`config.mk`:
```
export PLATFORM = sky130hd
export DESIGN_NAME = frame_ram_arbiter
export DESIGN_NICKNAME = d
export VERILOG_FILES = /design/src/rtl/frame_ram_arbiter.sv
export SDC_FILE = /design/constraint.sdc
export NUM_CORES = 1
export LEC_CHECK = 0
export CORE_MARGIN = 3
export CORE_UTILIZATION = 40
export DETAILED_ROUTE_END_ITERATION = 8
export DONT_BUFFER_PORTS = 1
export GPL_TIMING_DRIVEN = 0
export HOLD_SLACK_MARGIN = 0.1
export SETUP_SLACK_MARGIN = 0.5
export SYNTH_ARGS = -nofsm -noshare
export SYNTH_HDL_FRONTEND = slang
export SYNTH_SLANG_ARGS = --single-unit
export TNS_END_PERCENT = 5
```
`constraint.sdc`:
```
create_clock -name i_clk -period 6.95 [get_ports i_clk]
set_input_delay 1.0425 -clock i_clk [delete_from_list [all_inputs] [get_ports i_clk]]
set_output_delay 1.0425 -clock i_clk [all_outputs]
set_load 0.01 [all_outputs]
```
`src/rtl/frame_ram_arbiter.sv`:
```
// Read-priority arbiter sharing a single-port frame RAM between the VGA reader and a buffered
// pixel writer. Define FRAME_STATUS_EN to enable the frame_done pulse and frame_cnt counter.
module frame_ram_arbiter #(
    parameter int unsigned PIXEL_COUNT = 172800,
    parameter int unsigned DATA_W      = 24,
    parameter int unsigned FIFO_DEPTH  = 4,
    localparam int unsigned ADDR_W     = $clog2(PIXEL_COUNT)
) (
    input  logic              i_clk,
    input  logic              i_reset,
    input  logic              i_wr_req,
    input  logic [ADDR_W-1:0] i_wr_addr,
    input  logic [DATA_W-1:0] i_wr_data,
    output logic              o_wr_full,
    output logic              o_overflow,
    input  logic              i_rd_req,
    input  logic [ADDR_W-1:0] i_rd_addr,
    output logic              o_rd_valid,
    output logic [DATA_W-1:0] o_rd_data,
    output logic [ADDR_W-1:0] o_ram_addr,
    output logic              o_ram_we,
    output logic [DATA_W-1:0] o_ram_wdata,
    input  logic [DATA_W-1:0] i_ram_rdata,
    output logic              o_frame_done,
    output logic [7:0]        o_frame_cnt
);
    localparam int unsigned PTR_W  = $clog2(FIFO_DEPTH);
    localparam int unsigned CNT_W  = PTR_W + 1;
    localparam int unsigned AEXT_W = ADDR_W + 1;
    localparam int unsigned ENT_W  = ADDR_W + DATA_W;
    localparam logic [AEXT_W-1:0] PIX_EXT = AEXT_W'(PIXEL_COUNT);

    typedef enum logic [1:0] {G_IDLE, G_RD, G_WR} grant_e;

    grant_e            r_grant;
    grant_e            w_grant;
    logic [ENT_W-1:0]  r_fifo [FIFO_DEPTH];
    logic [PTR_W-1:0]  r_rd_ptr;
    logic [PTR_W-1:0]  r_wr_ptr;
    logic [CNT_W-1:0]  r_count;
    logic [ADDR_W-1:0] r_ram_addr;
    logic              r_ram_we;
    logic [DATA_W-1:0] r_ram_wdata;
    logic              r_rd_oob1;
    logic              r_rd_oob2;
    logic              r_rd_valid;
    logic              r_overflow;

    logic              w_pop;
    logic              w_push;
    logic              w_full;
    logic [ENT_W-1:0]  w_head;
    logic [ADDR_W-1:0] w_head_addr;
    logic [DATA_W-1:0] w_head_data;
    logic              w_head_oob;
    logic              w_rd_oob;

    // Grant is decided fresh every cycle from the current request and FIFO occupancy.
    always_comb begin
        w_grant = G_IDLE;
        if (i_rd_req) begin
            w_grant = G_RD;
        end else if (r_count != '0) begin
            w_grant = G_WR;
        end
    end

    assign w_full      = (r_count == CNT_W'(FIFO_DEPTH));
    assign w_pop       = (w_grant == G_WR);
    assign w_push      = i_wr_req && (!w_full || w_pop);
    assign w_head      = r_fifo[r_rd_ptr];
    assign w_head_addr = w_head[ENT_W-1:DATA_W];
    assign w_head_data = w_head[DATA_W-1:0];
    assign w_head_oob  = ({1'b0, w_head_addr} >= PIX_EXT);
    assign w_rd_oob    = ({1'b0, i_rd_addr} >= PIX_EXT);

    always_ff @(posedge i_clk) begin
        if (w_push) begin
            r_fifo[r_wr_ptr] <= {i_wr_addr, i_wr_data};
        end
    end

    always_ff @(posedge i_clk) begin
        if (i_reset) begin
            r_grant     <= G_IDLE;
            r_rd_ptr    <= '0;
            r_wr_ptr    <= '0;
            r_count     <= '0;
            r_ram_addr  <= '0;
            r_ram_we    <= 1'b0;
            r_ram_wdata <= '0;
            r_rd_oob1   <= 1'b0;
            r_rd_oob2   <= 1'b0;
            r_rd_valid  <= 1'b0;
            r_overflow  <= 1'b0;
        end else begin
            r_grant    <= w_grant;
            r_ram_we   <= 1'b0;
            r_rd_oob1  <= w_rd_oob;
            r_rd_oob2  <= r_rd_oob1;
            r_rd_valid <= (r_grant == G_RD);
            if (w_grant == G_RD && !w_rd_oob) begin
                r_ram_addr <= i_rd_addr;
            end
            // Out-of-range entries are consumed without touching the RAM port.
            if (w_pop) begin
                r_rd_ptr <= r_rd_ptr + 1'b1;
                if (!w_head_oob) begin
                    r_ram_addr  <= w_head_addr;
                    r_ram_wdata <= w_head_data;
                    r_ram_we    <= 1'b1;
                end
            end
            if (w_push) begin
                r_wr_ptr <= r_wr_ptr + 1'b1;
            end
            r_count <= r_count + CNT_W'(w_push) - CNT_W'(w_pop);
            if (i_wr_req && !w_push) begin
                r_overflow <= 1'b1;
            end
        end
    end

    assign o_wr_full   = w_full;
    assign o_overflow  = r_overflow;
    assign o_rd_valid  = r_rd_valid;
    assign o_rd_data   = (r_rd_valid && !r_rd_oob2) ? i_ram_rdata : '0;
    assign o_ram_addr  = r_ram_addr;
    assign o_ram_we    = r_ram_we;
    assign o_ram_wdata = r_ram_wdata;

`ifdef FRAME_STATUS_EN
    localparam logic [ADDR_W-1:0] LAST_ADDR = ADDR_W'(PIXEL_COUNT - 1);

    logic       r_frame_done;
    logic [7:0] r_frame_cnt;
    logic       w_last_wr;

    assign w_last_wr = w_pop && (w_head_addr == LAST_ADDR);

    always_ff @(posedge i_clk) begin
        if (i_reset) begin
            r_frame_done <= 1'b0;
            r_frame_cnt  <= '0;
        end else begin
            r_frame_done <= w_last_wr;
            if (w_last_wr) begin
                r_frame_cnt <= r_frame_cnt + 8'd1;
            end
        end
    end

    assign o_frame_done = r_frame_done;
    assign o_frame_cnt  = r_frame_cnt;
`else
    assign o_frame_done = 1'b0;
    assign o_frame_cnt  = '0;
`endif

endmodule

```
==> results.ini <==
[synthesis]
seq_area_frac_synth_pct=73.5
yosysMostFrequentCell=edfxtp_1
synth_edf_count=168
synth-simple-area-share_pct=3.77
yosysUniqueCellTypes=34
yosys.area.top_type=edfxtp_1
synth-xor-area-share_pct=0.519
synth_fa_ha_area_share_pct=0.978
avgSynthCellArea_um2=19.1
synth_compound_area_share_pct=5.28
yosys_warnings=0
ys_top_cells_by_area=edfxtp_1, dfxtp_1, mux4_2
synth_area_mm2=0.00844
synthArstFlopShare_pct=0
ys_seq_elements=226
synth_top_family_by_area=multiplexers
syn_inst=442
synth_top_area_share_pct=59.8
yosys-top-cells-count=edfxtp_1, dfxtp_1, mux4_2
ys.flop_type=edfxtp_1
synthMuxAreaShare_pct=13.5

[placement]
gp_congestion=0.679
place_area_mm2=0.00889
dp_cells=724
place_ws_ns=3.64
place_hpwl_mm=11.2
io_buffers=0

[detailed_routing]
routed_wl_mm=17.0
antenna_left=0
vias=4048
drc=0
wl_per_cell_um=22.1
vias_per_cell=5.27
drt-initial-drc-count=88
firstDrtPassIters=4

[cts]
cts_root_buffer=clkbuf_16
h-tree-depth=1
cts_resized=0
postCtsHoldBufs=0
cts.sinks=226
insertion_delay_ns=0.51
clk_pin_slew_ns=0.06
cts_buffers=24
cts_tree=built
cts_buffer_depth=3
cts_setup_buffers=0

[power_and_ir_drop]
ir_drop_mv=0.246
swShare_pct=26.7
internal_power_mw=2.67
combPwrFrac_pct=18.8
netSwitchingPower_uw=969
p_per_area_mw_per_mm2=378
clkPwrFrac_pct=31.7
total_power_mw=3.63
seqPwrFrac_pct=49.6
leakage_nw=3.23

[sta]
maxSlewHeadroom_pct=36.0
fin_ws_ns=3.95
tightestPinTransition_ns=0.960
layout_min_cycle_time_ns=3.00
slew_viol_final=0
setup_viol=0
timing.hold.ws_ns=0.387
finalSetupTns_ns=0
rsz0062_at_grt=false
max_freq_mhz=333
finClkSkew_ns=0.0120
final_hold_viol_count=0
fin_crit_sh_pct=43.2

[critical_path]
start_kind=flip-flop
crit_path_end_kind=flip-flop
worst-path-max-fanout=10
crit_type=reg2reg
r2r_cells=7
crit_arrival_ns=3.44
critPathRequiredTime_ns=7.38

[finish]
utilization_pct=46.9
layout.nets=574
n_fill_cell=1736
finalInstanceArea_mm2=0.00962
antenna_cells=0
ff_latch_area_mm2=0.00621
multi_input_area_mm2=0.00206
drive_above_1_share_pct=20.5
layout.cells.non_filler=768
area.growth.synth_to_final_pct=13.9

[worst_hold_path]
hold_path.startpoint=r_grant[1]
whs_path_depth=1
worstHoldPathType=reg2reg

[floorplanning]
fp-row-count=52
die-width_um=151
initial_core_util_pct=41.2
core-area_mm2=0.0205
design.die.area_mm2=0.0229
die_h_um=151
io_pins=167

[run]
drv_cap=0

[grt]
grt_first_pass_wirelength_mm=25.4
grt_usage_pct=14.9
first_global_vias=4357
grt_max_degree=27
grt_overflow=0
antenna_found_initial=0

[outcome]
status=finished, final reports clean

==> worst max-delay path: stages, from the launching register on <==
cell	delay, ns
dfxtp_1	0.52
clkbuf_1	0.51
mux4_2	0.47
a2111oi_2	0.37
o31ai_1	0.19
a21oi_2	0.38
buf_2	0.33
o2bb2ai_1	0.15
==> logic make-up (layout without fill, tap and decap cells) <==
| logic type | Yosys count | count (layout) |
|---|---|---|
| other | 1 | 9 |
| xor gates and xnor gates | 5 | 5 |
| buffers and inverters | 35 | 83 |
| AOI/OAI and AO/OA | 52 | 52 |
| muxes | 61 | 61 |
| DFF | 226 | 226 |
| and+or+nand+nor | 56 | 56 |
| adders and majority gates | 6 | 6 |
==> path summary, 6_finish.rpt <==
check | to | slack [ns]
hold reg to reg | o_rd_valid | 0.39
setup reg to reg | o_ram_addr[4] | 3.95
hold / removal | o_rd_valid | 0.39
setup / recovery | o_ram_addr[4] | 3.95
==> placed cells by master, fill, tap and decap left out, types with 2 or more instances in the layout <==
cell type  Yosys  layout
buf_12         0       4
a22o_1        24      24
nor3_1         4       4
and2_1        30      26
buf_2          5       5
and2_2         0       4
buf_4         10      10
nand2_1        3       3
clkinv_2       0       3
inv_1          3       3
edfxtp_1     168     168
mux2i_1       19      19
dfxtp_1       58      58
buf_6          4       4
o21ai_0        3       3
clkbuf_8       0       3
xor2_1         2       2
ha_1           5       5
o2bb2ai_1     17      17
clkbuf_16      0      24
nor3b_1        2       2
mux4_2        42      42
conb_1         1       9
nor2_1         9       9
clkbuf_1      12      24
xnor2_1        3       3
nor2b_1        6       6
==> flip-flops by register name (all words and copies together), names as in the netlist, named ones only <==
register	count
o_overflow	1
o_ram_addr	18
o_ram_wdata	24
o_ram_we	1
o_rd_valid	1
r_count	3
r_fifo	168
r_grant	2
r_rd_oob1	1
r_rd_oob2	1
r_rd_ptr	2
r_wr_ptr	2
==> per-layer routing <==
metal | share of wire [%] | global-route usage (%) | vias to the layer above
met3 | 11 | 6.25 | 26
met1 | 37 | 17.2 | 2036
met4 | 2.0 | 3.67 | 0
li1 | - | - | 1814
met5 | 0 | 0 | -
met2 | 49 | 25.7 | 172
==> cell type report <==
| type | count | area share (%) |
|---|---|---|
| repair buffers | 4 | 0.833 |
| clock buffers | 39 | 7.14 |
| multi-input cells | 189 | 21.5 |
| plain buffers | 32 | 2.02 |
| inverters | 3 | 0.117 |
| well taps | 270 | 3.51 |
| clock inverters | 5 | 0.364 |
| flip-flops and latches | 226 | 64.5 |
==> power groups by stage <==
| stage | Combinational, mW | Sequential, mW | Clock (mW) |
|---|---|---|---|
| 2_1_floorplan | 0.537 | 1.79 | 0 |
| 3_5_place_dp | 0.705 | 1.83 | 0 |
| 4_1_cts | 0.706 | 1.80 | 1.19 |
| 5_1_grt | 0.760 | 1.82 | 1.26 |
| 6_report | 0.682 | 1.80 | 1.15 |
| 3_3_place_gp | 0.673 | 1.83 | 0 |
(Power assumes the default switching activity.)
